--- src/rtl/divn_pkg.sv ---
// Shared types and helpers for the divide-by-N generator.
package divn_pkg;

   // IDLE: stopped. RUN: dividing. PEND: dividing with a shadow load queued for the next wrap.
   typedef enum logic [1:0] {
      IDLE = 2'd0,
      RUN  = 2'd1,
      PEND = 2'd2
   } divn_state_t;

   typedef enum logic {
      PULSE  = 1'b0,
      SQUARE = 1'b1
   } divn_mode_t;

   // ceil(n/2): length of the high phase in SQUARE mode (odd N gets the longer high phase)
   function automatic logic [16:0] ceil_half(input logic [16:0] n);
      return (n + 17'd1) >> 1;
   endfunction

endpackage

--- src/rtl/divide_by_n_fsm.sv ---
// Programmable divide-by-N with PULSE / SQUARE output and wrap-aligned divisor reloads.
module divide_by_n_fsm
   import divn_pkg::*;
#(
   parameter int WIDTH       = 4,
   parameter int DEFAULT_DIV = 3
) (
   input  logic             clk,
   input  logic             reset,
   input  logic             en,
   input  logic             load,
   input  logic [WIDTH-1:0] div_in,
   input  logic             mode_in,
   output logic             ready,
   output logic             y,
   output logic             tick,
   output logic [WIDTH-1:0] count
);

   localparam logic [WIDTH-1:0] ONE     = WIDTH'(1);
   localparam logic [WIDTH-1:0] DIV_RST = WIDTH'(DEFAULT_DIV);

   divn_state_t      state_q, state_d;
   divn_mode_t       mode_q, mode_d, smode_q, smode_d;
   logic [WIDTH-1:0] cnt_q, cnt_d;
   logic [WIDTH-1:0] div_q, div_d, sdiv_q, sdiv_d;

   logic [WIDTH-1:0] n_eff;
   logic             running;
   logic             wrap;
   logic             accept;
   logic             sq_high;

   // divisors 0 and 1 both mean divide-by-1
   assign n_eff   = (div_q == '0) ? ONE : div_q;
   assign running = (state_q != IDLE);
   assign wrap    = (cnt_q == n_eff - ONE);
   assign accept  = load && ready;
   assign sq_high = (17'(cnt_q) < ceil_half(17'(n_eff)));

   // state, counter, active divisor/mode and shadow registers
   always_ff @(posedge clk or negedge reset) begin
      if (!reset) begin
         state_q <= IDLE;
         cnt_q   <= '0;
         div_q   <= DIV_RST;
         mode_q  <= PULSE;
         sdiv_q  <= '0;
         smode_q <= PULSE;
      end else begin
         state_q <= state_d;
         cnt_q   <= cnt_d;
         div_q   <= div_d;
         mode_q  <= mode_d;
         sdiv_q  <= sdiv_d;
         smode_q <= smode_d;
      end
   end

   // next-state: loads only take effect at a period boundary (wrap or stop) so no period is cut short
   always_comb begin
      state_d = state_q;
      cnt_d   = cnt_q;
      div_d   = div_q;
      mode_d  = mode_q;
      sdiv_d  = sdiv_q;
      smode_d = smode_q;
      case (state_q)
         IDLE: begin
            cnt_d = '0;
            if (accept) begin
               div_d  = div_in;
               mode_d = divn_mode_t'(mode_in);
            end
            if (en) state_d = RUN;
         end
         RUN: begin
            if (!en) begin
               state_d = IDLE;
               cnt_d   = '0;
               if (accept) begin
                  div_d  = div_in;
                  mode_d = divn_mode_t'(mode_in);
               end
            end else begin
               cnt_d = wrap ? '0 : cnt_q + ONE;
               if (accept) begin
                  if (wrap) begin
                     // load on the wrap cycle: the new period starts right now
                     div_d  = div_in;
                     mode_d = divn_mode_t'(mode_in);
                  end else begin
                     sdiv_d  = div_in;
                     smode_d = divn_mode_t'(mode_in);
                     state_d = PEND;
                  end
               end
            end
         end
         PEND: begin
            if (!en) begin
               state_d = IDLE;
               cnt_d   = '0;
               div_d   = sdiv_q;
               mode_d  = smode_q;
            end else begin
               cnt_d = wrap ? '0 : cnt_q + ONE;
               if (wrap) begin
                  div_d   = sdiv_q;
                  mode_d  = smode_q;
                  state_d = RUN;
               end
            end
         end
         default: begin
            state_d = IDLE;
            cnt_d   = '0;
         end
      endcase
   end

   // outputs are decoded from registered state only
   always_comb begin
      ready = (state_q != PEND);
      tick  = running && (cnt_q == '0);
      y     = (mode_q == PULSE) ? tick : (running && sq_high);
      count = cnt_q;
   end

endmodule

--- config.mk ---
export PLATFORM = sky130hd
export DESIGN_NAME = divide_by_n_fsm
export DESIGN_NICKNAME = d
export VERILOG_FILES = /design/src/rtl/divn_pkg.sv /design/src/rtl/divide_by_n_fsm.sv
export SDC_FILE = /design/constraint.sdc
export NUM_CORES = 1
export LEC_CHECK = 0
export BUFFER_PORTS_ARGS = -buffer_cell sky130_fd_sc_hd__clkbuf_2
export CAP_MARGIN = 20
export CORE_UTILIZATION = 25
export DETAILED_ROUTE_END_ITERATION = 10
export SYNTH_ARGS = -nofsm -noshare
export SYNTH_HDL_FRONTEND = slang
export SYNTH_SLANG_ARGS = --single-unit
--- constraint.sdc ---
create_clock -name clk -period 3.2 [get_ports clk]
set_input_delay 0.96 -clock clk [delete_from_list [all_inputs] [get_ports clk]]
set_output_delay 0.96 -clock clk [all_outputs]
set_load 0.05 [all_outputs]
==> impl_summary.txt <==
----------------------------------------------------
[GRT]
  Total Routing Usage GR ... a little over 10%
  Largest net degree at the start of global routing ... 17
  Grt total ovfl ... 0
  First-pass GRT wire length ... ~4100 um
  Antenna violations before repair ... 0
  Number of global-route vias before repair ... about 860

[Yosys]
  Most instantiated flip-flop cell in the synthesis netlist ... sky130_fd_sc_hd__dfrtp_1
  Count of unique library cells instantiated by Yosys ... 35
  Post-Syn Instances ... 126
  Net count after synthesis ... between 100 and 150
  Synthesis warning total ... 0
  Number of register bits inferred by synthesis ... 16
  Syn Area/Cell ... ~9.4 um2
  Number of enable flip-flop cells after synthesis ... 0
  Async SR Flop Fraction ... 100.0%
  Synthesized cell area ... roughly 1200 um2
  Portion of the post-synthesis area used by sequential elements ... approximately 34%

[Clocking]
  Clock insertion delay at the later pin of the skew report ... roughly 0.25 ns
  Number of clock sinks ... 16
  Number of levels in the clock H-tree ... 1
  Number of hold buffers added after cts ... 0
  CTS tree ... yes
  Number of buffers added by the clock tree synthesis step ... 3
  Clock edge transition at the registers on the reported setup and hold paths ... roughly 0.07 ns
  Root buf cell ... sky130_fd_sc_hd__clkbuf_8
  Maximum clock path buffer count ... 2

[Timing]
  Worst slew margin relative to its limit ... roughly 72%
  Fmax ... 0.3316 GHz
  Time the worst path needs with I/O delays and setup ... slightly above 3 ns
  Setup repair after global routing missed its margin ... false
  Hold Vio Cnt, Final ... 0
  Final Cycle Share ... a little over nine tenths
  Worst Max-Slew Pin Slew ... around 0.42 ns
  Setup TNS Final ... 0 ns
  Slew Limit Fails ... 0
  Worst hold-check slack ... between 0.5 and 0.6 ns
  Final setup violating endpoints ... 0
  Final setup skew ... between 0.007 and 0.008 ns

[Floorplan]
  Starting utilization of the core area ... approximately a quarter
  Die Width ... roughly 71 um
  Row count ... 24
  Die Ht ... between 70 and 80 um
  DIE AREA ... around 5000 um2
  IO Count ... 16
  Core footprint ... 4444 um2

[Drt]
  Detailed-route DRC error count ... 0
  Detailed-route vias per instance ... 4.942
  Total via count in the routed design ... between 900 and 1,000
  Antenna violation net count after detailed routing ... 0
  Wire per inst ... around 13 um
  Initial drt markers ... slightly below 50
  Sum of routed wire length over all layers ... about 2500 um
  Length of the first detailed-routing pass in iterations ... 4

[Finish]
  Final-layout fill cell count ... roughly 500
  Net count of the finished layout ... ~160
  Fraction of layout cells with a size suffix above 1 ... between 20% and 30%
  Area taken by flip-flops and latches ... between 400 and 500 um2
  Antenna diode count ... 0
  Multi-input logic area ... 728.2 um2
  Area growth from synthesis to layout ... 15.54%

[Job]
  MaxCap Viol Count ... 0

[Min path]
  Type of the worst min-delay path ... reg2reg
  Hold Path Origin ... sdiv_q[2]$_DFFE_PN0P_

[Critical path]
  Slowest stage cell, crit path ... sky130_fd_sc_hd__dfstp_2
  Crit path launch type ... register
  Largest delay share family, worst path ... flip-flops
  Largest fanout on the critical path ... 10
  CP Class ... reg2out
  Endpoint arrival time on the critical path ... 2.06 ns
  Largest incremental delay on the critical path ... between 0.6 and 0.7 ns
  Source of the critical timing path ... div_q[0]$_DFFE_PN1P_
  Endpoint class of the critical path ... output pin
  Crit path buffers/inverters ... 1
  Required arrival time at the worst endpoint ... 2.24 ns
  CP cell instances ... nand2_1 > xor2_1 > ha_1 > a21oi_1 > nor2b_1 > o21ai_0 > a22o_1 > clkbuf_4
  Source of the worst register-to-register timing path ... div_q[1]$_DFFE_PN1P_

[Power]
  Power density over the cells ... 1034 nW/um2
  Static Leakage ... 0.0005906 uW
  Maximum VDD drop ... around 480 uV
  Power consumption ... 1414 uW

[Place]
  RePlAce Congestion ... 0.7648
  Detailed placement HPWL ... approximately 1800 um
  Input/output buffers ... 15

[Run status]
  Status ... completed

----------------------------------------------------
## cells by family after synthesis
group                      count (synthesis)  synth area share, %
AOI/OAI and AO/OA                         39                25.05
xor gates and xnor gates                   6                4.441
adders and majority gates                  9                9.514
buffers and inverters                     17                5.708
DFF                                       16                34.04
muxes                                      6                5.708
and+or+nand+nor                           33                15.54
## Yosys cell counts, types with 3 or more instances
master                     count  share of area, %
sky130_fd_sc_hd__xor2_1        3               2.2
sky130_fd_sc_hd__inv_1         9               2.9
sky130_fd_sc_hd__nand3_1       3               1.3
sky130_fd_sc_hd__nand2_1       4               1.3
sky130_fd_sc_hd__dfrtp_1      14                30
sky130_fd_sc_hd__ha_1          9               9.5
sky130_fd_sc_hd__o21ai_0       4               1.7
sky130_fd_sc_hd__clkbuf_1      5               1.6
sky130_fd_sc_hd__buf_2         3               1.3
sky130_fd_sc_hd__and2_1        3               1.6
sky130_fd_sc_hd__nor2_1        8               2.5
sky130_fd_sc_hd__a22o_1       16                12
sky130_fd_sc_hd__a21oi_1       5               2.1
sky130_fd_sc_hd__nand2b_1      3               1.6
sky130_fd_sc_hd__mux2_2        6               5.7
sky130_fd_sc_hd__nor3_1        4               1.7
sky130_fd_sc_hd__xnor2_1       3               2.2
## through the flow
stage          instances  worst slack (ns)  util [%]  instance area, um2
2_1_floorplan        126            0.1368         -                1199
3_3_place_gp         185            0.3732     29.36                1305
3_5_place_dp         185            0.3512     29.36                1305
4_1_cts              189           0.07443     30.38                1350
5_1_grt              191           0.03998     30.77                1368
6_report             191            0.1845     30.77                1368
## state kept, by name (all words and copies together), names as in the netlist
| name | cells |
|---|---|
| mode_q | 1 |
| sdiv_q | 4 |
| div_q | 4 |
| smode_q | 1 |
| count | 4 |
| state_q | 2 |
## final cells by class
type	count	share of cell area, %
inverters	9	2.470
repair buffers	17	6.770
flip-flops and latches	16	29.46
clock buffers	4	3.294
multi-input cells	93	53.25
well taps	52	4.758
## metal layers
layer | vias up | GRT usage (%) | share of wire [%]
met3 | 2 | 3.276 | 5.6
met1 | 439 | 14.96 | 50
li1 | 482 | - | -
met2 | 21 | 15.06 | 44
met5 | - | 0 | 0
met4 | 0 | 2.000 | 0.65
## power by group
group	leakage (uW)	internal [uW]	switching [uW]
combinational	0.000368	372	501
sequential	0.000200	288	89.9
clock	0.0000228	88.3	74.2
total	0.000591	748	665
## final timing paths
check                                        endpoint  slack (ns)  depth (start not counted)
max in group asynchronous        div_q[1]$_DFFE_PN1P_        2.24                          1
worst min-delay path            sdiv_q[2]$_DFFE_PN0P_        0.51                          1
worst min register to register  sdiv_q[2]$_DFFE_PN0P_        0.51                          1
worst max register to register  sdiv_q[0]$_DFFE_PN0P_        0.94                          7
worst max-delay path                                y        0.18                          8
min in group asynchronous       sdiv_q[0]$_DFFE_PN0P_        0.63                          1
## timing repair
| item | CTS | global route |
|---|---|---|
| resized for setup | 0 | 2 |
| buffers inserted | 0 | 2 |
| setup endpoints to repair | 0 | 1 |
## cell usage in the layout, fill, tap and decap left out, drive strengths merged, types with 3 or more instances in the layout
master and n:
nor3 5, nor2 8, xor2 3, nand2 4, a21oi 6, inv 9, ha 9, nand2b 3
clkbuf 19, nand3 3, o21ai 5, a22o 16, xnor2 3, and2 3, mux2 6, dfrtp 14
(Power assumes the default switching activity.)
